==> config.mk <==
export PLATFORM = sky130hd
export DESIGN_NAME = fifo_dispatcher
export DESIGN_NICKNAME = d
export VERILOG_FILES = /design/src/rtl/fifo_dispatcher_pkg.sv /design/src/rtl/fifo_dispatcher_rr_picker.sv /design/src/rtl/fifo_dispatcher.sv
export SDC_FILE = /design/constraint.sdc
export NUM_CORES = 1
export LEC_CHECK = 0
export BUFFER_PORTS_ARGS = -buffer_cell sky130_fd_sc_hd__buf_2
export CAP_MARGIN = 10
export CELL_PAD_IN_SITES_DETAIL_PLACEMENT = 1
export CELL_PAD_IN_SITES_GLOBAL_PLACEMENT = 1
export CORE_MARGIN = 1
export CORE_UTILIZATION = 33
export DETAILED_ROUTE_END_ITERATION = 10
export GPL_ROUTABILITY_DRIVEN = 0
export PLACE_DENSITY_LB_ADDON = 0.1
export SETUP_SLACK_MARGIN = 0.5
export SLEW_MARGIN = 10
export SYNTH_ARGS = -nofsm -noshare
export SYNTH_HDL_FRONTEND = slang
export SYNTH_SLANG_ARGS = --single-unit
==> constraint.sdc <==
create_clock -name i_clk -period 1.8 [get_ports i_clk]
set_clock_uncertainty 0.15 [all_clocks]
set_input_delay 0.27 -clock i_clk [delete_from_list [all_inputs] [get_ports i_clk]]
set_output_delay 0.27 -clock i_clk [all_outputs]
set_load 0.03 [all_outputs]
==> src/rtl/fifo_dispatcher_pkg.sv <==
`default_nettype none
// ============================================================================
//  Module   : fifo_dispatcher_pkg
//  Brief    : Shared state encodings and width helper for the FIFO dispatcher.
//  Revision : 1.0
// ============================================================================
package fifo_dispatcher_pkg;

    typedef logic [1:0] state_t;

    localparam state_t S_IDLE    = 2'd0;
    localparam state_t S_POP     = 2'd1;
    localparam state_t S_WAIT    = 2'd2;
    localparam state_t S_DELIVER = 2'd3;

    // Index width for a requester vector; never narrower than one bit.
    function automatic int grant_w(input int n);
        return (n > 1) ? $clog2(n) : 1;
    endfunction

endpackage
`default_nettype wire

==> src/rtl/fifo_dispatcher_rr_picker.sv <==
`default_nettype none
// ============================================================================
//  Module   : fifo_dispatcher_rr_picker
//  Brief    : Combinational round-robin picker: first set request at or above
//             the pointer, wrapping past the top index.
//  Revision : 1.0
// ============================================================================
module fifo_dispatcher_rr_picker #(
    parameter int NUM_REQ = 2,
    parameter int IDX_W   = 1
) (
    input  logic [NUM_REQ-1:0] i_req,
    input  logic [IDX_W-1:0]   i_ptr,
    output logic [IDX_W-1:0]   o_idx,
    output logic               o_found
);

    logic [2*NUM_REQ-1:0] w_dbl;
    logic [NUM_REQ-1:0]   w_rot;
    logic [IDX_W:0]       w_off;
    logic [IDX_W:0]       w_sum;

    always_comb begin
        // Rotating a doubled copy puts the pointer position at bit 0.
        w_dbl   = {i_req, i_req};
        w_rot   = NUM_REQ'(w_dbl >> i_ptr);
        w_off   = '0;
        o_found = 1'b0;
        for (int i = NUM_REQ - 1; i >= 0; i--) begin
            if (w_rot[i]) begin
                o_found = 1'b1;
                w_off   = (IDX_W + 1)'(i);
            end
        end
        w_sum = {1'b0, i_ptr} + w_off;
        if (w_sum >= (IDX_W + 1)'(NUM_REQ)) begin
            w_sum = w_sum - (IDX_W + 1)'(NUM_REQ);
        end
        o_idx = w_sum[IDX_W-1:0];
    end

endmodule
`default_nettype wire

==> src/rtl/fifo_dispatcher.sv <==
`default_nettype none
// ============================================================================
//  Module   : fifo_dispatcher
//  Brief    : Drains the shared byte FIFO and hands each byte to one of
//             NUM_READERS consumers, chosen round-robin, held until acked.
//  Revision : 1.0
// ============================================================================
module fifo_dispatcher
    import fifo_dispatcher_pkg::*;
#(
    parameter int NUM_READERS = 2,
    parameter int DATA_W      = 8
) (
    input  logic                               i_clk,
    input  logic                               i_reset,
    input  logic                               i_fifo_empty,
    input  logic [DATA_W-1:0]                  i_fifo_data,
    output logic                               o_fifo_re,
    input  logic [NUM_READERS-1:0]             i_req,
    input  logic [NUM_READERS-1:0]             i_ack,
    output logic [NUM_READERS-1:0]             o_valid,
    output logic [DATA_W-1:0]                  o_data,
    output logic [grant_w(NUM_READERS)-1:0]    o_grant_id
);

    localparam int c_grant_w = grant_w(NUM_READERS);
    localparam logic [c_grant_w-1:0]   c_last = c_grant_w'(NUM_READERS - 1);
    localparam logic [NUM_READERS-1:0] c_one  = NUM_READERS'(1);

    state_t                  r_state;
    logic [c_grant_w-1:0]    r_ptr;
    logic [c_grant_w-1:0]    r_grant;
    logic [NUM_READERS-1:0]  r_valid;
    logic [DATA_W-1:0]       r_data;
    logic                    r_fifo_re;

    logic [c_grant_w-1:0]    w_idx;
    logic                    w_found;
    logic [c_grant_w-1:0]    w_ptr_next;

    fifo_dispatcher_rr_picker #(
        .NUM_REQ (NUM_READERS),
        .IDX_W   (c_grant_w)
    ) u_picker (
        .i_req   (i_req),
        .i_ptr   (r_ptr),
        .o_idx   (w_idx),
        .o_found (w_found)
    );

    assign w_ptr_next = (r_grant == c_last) ? '0 : r_grant + 1'b1;

    always_ff @(posedge i_clk) begin
        if (i_reset) begin
            r_state   <= S_IDLE;
            r_ptr     <= '0;
            r_grant   <= '0;
            r_valid   <= '0;
            r_data    <= '0;
            r_fifo_re <= 1'b0;
        end else begin
            r_fifo_re <= 1'b0;
            case (r_state)
                S_IDLE: begin
                    if (w_found && !i_fifo_empty) begin
                        r_grant   <= w_idx;
                        r_fifo_re <= 1'b1;
                        r_state   <= S_POP;
                    end
                end
                S_POP: begin
                    r_state <= S_WAIT;
                end
                S_WAIT: begin
                    // FIFO read data is valid now, one cycle after the pop.
                    r_data  <= i_fifo_data;
                    r_valid <= c_one << r_grant;
                    r_state <= S_DELIVER;
                end
                S_DELIVER: begin
                    // r_valid is one-hot on the grant, so this masks foreign acks.
                    if (|(i_ack & r_valid)) begin
                        r_valid <= '0;
                        r_ptr   <= w_ptr_next;
                        r_state <= S_IDLE;
                    end
                end
                default: begin
                    r_state <= S_IDLE;
                end
            endcase
        end
    end

    assign o_fifo_re  = r_fifo_re;
    assign o_valid    = r_valid;
    assign o_data     = r_data;
    assign o_grant_id = r_grant;

endmodule
`default_nettype wire

**After elaboration in Yosys (flattened, before gate mapping)**

Index checks and enable logic that the tools add are counted.
Widths: inputs -> output; s select.

- Register bits: 15
- Input port bits: 15
- Output and inout port bits: 12
- Word-level logic and storage cells: 40

- Add/sub/neg operators: 3
- Magnitude comparators: 1
- Eq/ne operators: 5
- Shift operators: 2
- Muxes and demuxes: 11
- Bitwise operators: 2
- Reduce and logical (&&, ||, !) cells: 10

Operators by type and width:

| kind | count |
|---|---|
| $pmux 2 s4 | 1 |
| $reduce_and 2->1 | 4 |
| $mux 1 | 7 |
| $eq 2x2->1 const B | 2 |
| $mux 2 | 2 |
| $ne 2x2->1 const B | 2 |
| $pmux 2 s2 | 1 |
| $reduce_or 2->1 | 2 |
| $shr 4x1->2 | 1 |
| $add 1x1->2 | 1 |
| $and 2x2->2 | 1 |
| $eq 2x1->1 const B | 1 |
| $ge 2x2->1 const B | 1 |
| $logic_not 2->1 | 1 |
| $reduce_bool 2->1 | 1 |
| $shl 1x1->2 const A | 1 |
| $add 1x1->1 const B | 1 |
| $logic_and 1x1->1 | 1 |
| $logic_not 1->1 | 1 |
| $not 1->1 | 1 |
| $sub 1x1->1 const B | 1 |

**Depth between registers and ports, before layout**

- Depth in word-level cells: 6
- Depth in mapped cells: 6
- Depth with buffers taken out: 5

**Cells and area by module**

A second synthesis with hierarchy kept.

- Cells, all modules: 68
- Area total of the unflattened synthesis: 673.1 µm²

By module, submodules not included:

| module | times used | cells an instance | area each (µm²) | seq. area each (µm²) |
|---|---|---|---|---|
| fifo_dispatcher | 1 | 65 | 651.9 | 300.3 |
| fifo_dispatcher_rr_picker | 1 | 3 | 21.3 | 0.0 |

**Least setup slack after synthesis**

No wires, ideal clock.

- Path type: flip-flop to flip-flop
- From: register r_valid[0], in the netlist o_valid[0]
- To: register r_state[0]
- Library setup time: 72 ps
- Data arrival time: 1160 ps
- Data required time: 1578 ps
- Path slack: 418 ps
- Cell stages (with the launch flop): 4
- Buffers on the path: 0
- Period minus slack after synthesis: 1382 ps
- Cell sequence: dfxtp_1 a22oi_2 a22oi_1 mux2i_1

- Cells in the longest elaborated chain, start to end: 4

RTL lines:

| element | RTL line | RTL |
|---|---|---|
| start, declared | fifo_dispatcher.sv:33 | `logic [NUM_READERS-1:0] r_valid;` |
| start signal, assigned | fifo_dispatcher.sv:77 | `r_valid <= c_one << r_grant;` |
| $and 2x2->2 | fifo_dispatcher.sv:82 | `if (\|(i_ack & r_valid)) begin` |
| $reduce_or 2->1 | fifo_dispatcher.sv:82 |  |
| $ne 2x2->1 (no source line) | -- |  |
| $reduce_and 2->1 (no source line) | -- |  |
| end signal, assigned | fifo_dispatcher.sv:78 | `r_state <= S_DELIVER;` |
| end signal, assigned | fifo_dispatcher.sv:85 | `r_state <= S_IDLE;` |
| end signal, assigned | fifo_dispatcher.sv:89 | `r_state <= S_IDLE;` |
| end, declared | fifo_dispatcher.sv:30 | `state_t r_state;` |

Every way passes these cells.
A chain may end at the register's enable or synchronous reset.

**Worst setup path in the final report**

- From: register r_state[1]
- To: register r_state[1]

- Cells in the longest elaborated chain, start to end: 3
- Elaborated cells between the ends (all ways): 8
- Those cells by class: eq/ne: 5; mux: 1; reduce/logical: 2

RTL lines:

| element | RTL line | RTL |
|---|---|---|
| start signal, assigned | fifo_dispatcher.sv:55 | `r_state <= S_IDLE;` |
| start signal, assigned | fifo_dispatcher.sv:68 | `r_state <= S_POP;` |
| start signal, assigned | fifo_dispatcher.sv:72 | `r_state <= S_WAIT;` |
| $eq 2x2->1 or $logic_not 2->1 (tied branches) | fifo_dispatcher.sv:63 | `case (r_state)` |
| $ne 2x2->1 (no source line) | -- |  |
| $reduce_and 2->1 (no source line) | -- |  |

Parallel ways exist; a longest one is shown, timed or not.

==> out/results.ini <==
[drt]
firstDrtPassIters = 3
initialDrtViolationCount = 2
drcViolationCount = 0
drt_wl_total_um = 1760
viasPerCell = 4.80
wl_per_cell_um = 14.3
vias = 591
postRouteAntennaNets = 0

[logic_synthesis]
synth-compound-area-share = 0.0933
synth_xor_area_frac = 0
yosys.area_share.adder = 0.0746
yosysSeqAreaShare = 0.448
synthCells = 68
avgSynthCellArea_sq_um = 9.86
synth_top_family_by_area = simple AND/OR/NAND/NOR gates
syn_nets = 87
synthSimpleGateAreaFrac = 0.183
synth.area.mux_share = 0.164
syn_area_sq_um = 671
ys_types = 21
synth-seq-cells = 15
ys_warn_count = 0

[sta]
finalHoldViolations = 0
fmax_ghz = 0.739
finalSetupTns_ps = 0
rsz0062_at_grt = true
worstMarginPinSlew_ps = 329
relSlewSlack = 0.781
drv_slew = 0
period_share = 0.752
setup_viol = 0
post-route-min-period_ps = 1350

[power]
p_leak_nw = 0.405
ir_drop_mv = 0.655
p_per_area_nw_per_um2 = 1340

[clocking]
path_clk_slew_ps = 90
cts_tree = yes
cts_buffer_depth = 2
clock_latency_ps = 280
cts_root_buffer = clkbuf_4
postCtsHoldBufs = 0
cts-htree-levels = 1
cts.sinks = 15
cts_made_buffers = 3

[worst_setup_path]
critPathSlowestCell = dfxtp_4
critPathMaxFanout = 4
crit_required_ps = 1860
arrival_ps = 1410
path_delay_family = flip-flops
critical_path_class = reg2reg
slowest_delay_ps = 380
end_kind = flop
timing.critical_path.buf_inv = 1
crit_path_start_kind = flop
path_cells = ha_4, buf_6, a22oi_2, mux2i_1

[cells_and_area]
stdcell_count = 123
area_growth_pct = 44.2
n_fill_cell = 222
n_antenna_cell = 0
drive_gt1_frac = 0.480
nNetsFinal = 118

[global_route]
antenna_found_initial = 0
grt_pass1_wl_um = 2510
grt-busiest-layer = met2
grt_pass1_vias = 557
gr-usage-met1 = 0.210
grt_max_degree = 18
grt_overflow = 0
grt.total_usage = 0.171
grt_use_met2 = 0.283
met3_usage = 0.0346

[worst_hold_path]
worst_hold_path_type = in2reg

[floorplan]
die_w_um = 47.1
num_rows = 15
dieArea_sq_um = 2220
core_sq_um = 1820
die_y_um = 47.1
io_pins = 27
initial_core_util = 0.368

[place]
dp_cells = 117
dp_hpwl_um = 1080
portBuffers = 26

[outcome]
status = completed

[flow_run]
drv_cap = 0

## registers in the layout, indices dropped and copies added (netlist names)
name and count:
o_data 8, o_fifo_re 1, o_grant_id 1, o_valid 2, r_ptr 1, r_state 2
## synthesized netlist by cell type
library cell | count | area, sq um
dfxtp_1 | 15 | 300
mux2i_1 | 11 | 110
nor2_1 | 10 | 37.5
nand2b_1 | 6 | 37.5
ha_1 | 4 | 50.1
a21oi_1 | 3 | 15.0
inv_1 | 3 | 11.3
buf_2 | 2 | 10.0
o21bai_1 | 2 | 15.0
a22oi_1 | 1 | 7.51
a22oi_2 | 1 | 12.5
and2b_1 | 1 | 7.51
clkbuf_1 | 1 | 3.75
nand2_1 | 1 | 3.75
nand3b_1 | 1 | 7.51
nand4b_1 | 1 | 8.76
nor3_1 | 1 | 5.00
nor4b_1 | 1 | 8.76
o211ai_1 | 1 | 7.51
o21ai_0 | 1 | 5.00
or3_1 | 1 | 6.26
## repair_timing
item,in CTS,in global routing
buffers inserted,1,0
setup endpoints to repair,14,15
gates resized for setup,15,9
gates cloned,0,1
pin swaps,4,4
## power breakdown
| part | switching, W | internal, W |
|---|---|---|
| Sequential | 0.0000687 | 0.000415 |
| Clock | 0.000106 | 0.0000860 |
| Combinational | 0.000327 | 0.000296 |
## area by class of cell
class / instances / area (sq um) / area share
Clock buffer: 4 / 26.3 / 0.0272
Inverter: 3 / 13.8 / 0.0142
Multi-Input combinational cell: 47 / 390 / 0.404
Sequential cell: 15 / 312 / 0.322
Tap cell: 25 / 31.3 / 0.0323
Timing Repair Buffer: 29 / 194 / 0.201
## logic make-up (layout without fill, tap and decap cells)
family,after synthesis,count (layout)
compound gates,9,9
buf+inv,6,36
fa+ha+maj,4,4
flops,15,15
mux,11,11
simple gates,23,23
## per-layer routing
| layer | part of all wire | wire (um) |
|---|---|---|
| met1 | 0.42 | 736 |
| met2 | 0.54 | 955 |
| met3 | 0.033 | 59 |
| met4 | 0.0062 | 11 |
| met5 | 0 | 0 |
## path summary, 6_finish.rpt
check,from,endpoint,slack (ps),depth (start not counted)
setup / recovery,r_state[1],r_state[1],450,4
hold / removal,i_fifo_empty,o_fifo_re,40,2
setup reg to reg,r_state[1],r_state[1],450,4
hold reg to reg,o_grant_id,o_grant_id,350,2
## through the flow
| stage | total power [W] | cell area (sq um) | setup slack [ps] | hold WS, ps | util |
|---|---|---|---|---|---|
| after floorplan | 0.000806 | 673 | 501 | 197 | - |
| after global placement | 0.000927 | 828 | 412 | 318 | 0.455 |
| after detailed placement | 0.000936 | 828 | 368 | 329 | 0.455 |
| after CTS | 0.00122 | 912 | 480 | 17.1 | 0.501 |
| after global routing | 0.00140 | 967 | 394 | 10.5 | 0.531 |
| final | 0.00130 | 967 | 446 | 40.8 | 0.531 |
## layout by cell type (no fill, tap or decap), drive strengths merged
master / instances
inv: 3
dfxtp: 15
nand2b: 6
nand2: 1
o211ai: 1
and2b: 1
a21oi: 3
o21bai: 2
nand4b: 1
clkbuf: 7
nor3: 1
nor2: 10
a22oi: 2
o21ai: 1
ha: 4
or3: 1
nand3b: 1
nor4b: 1
mux2i: 11
buf: 26
No activity file was read; power rests on OpenSTA's default activity.
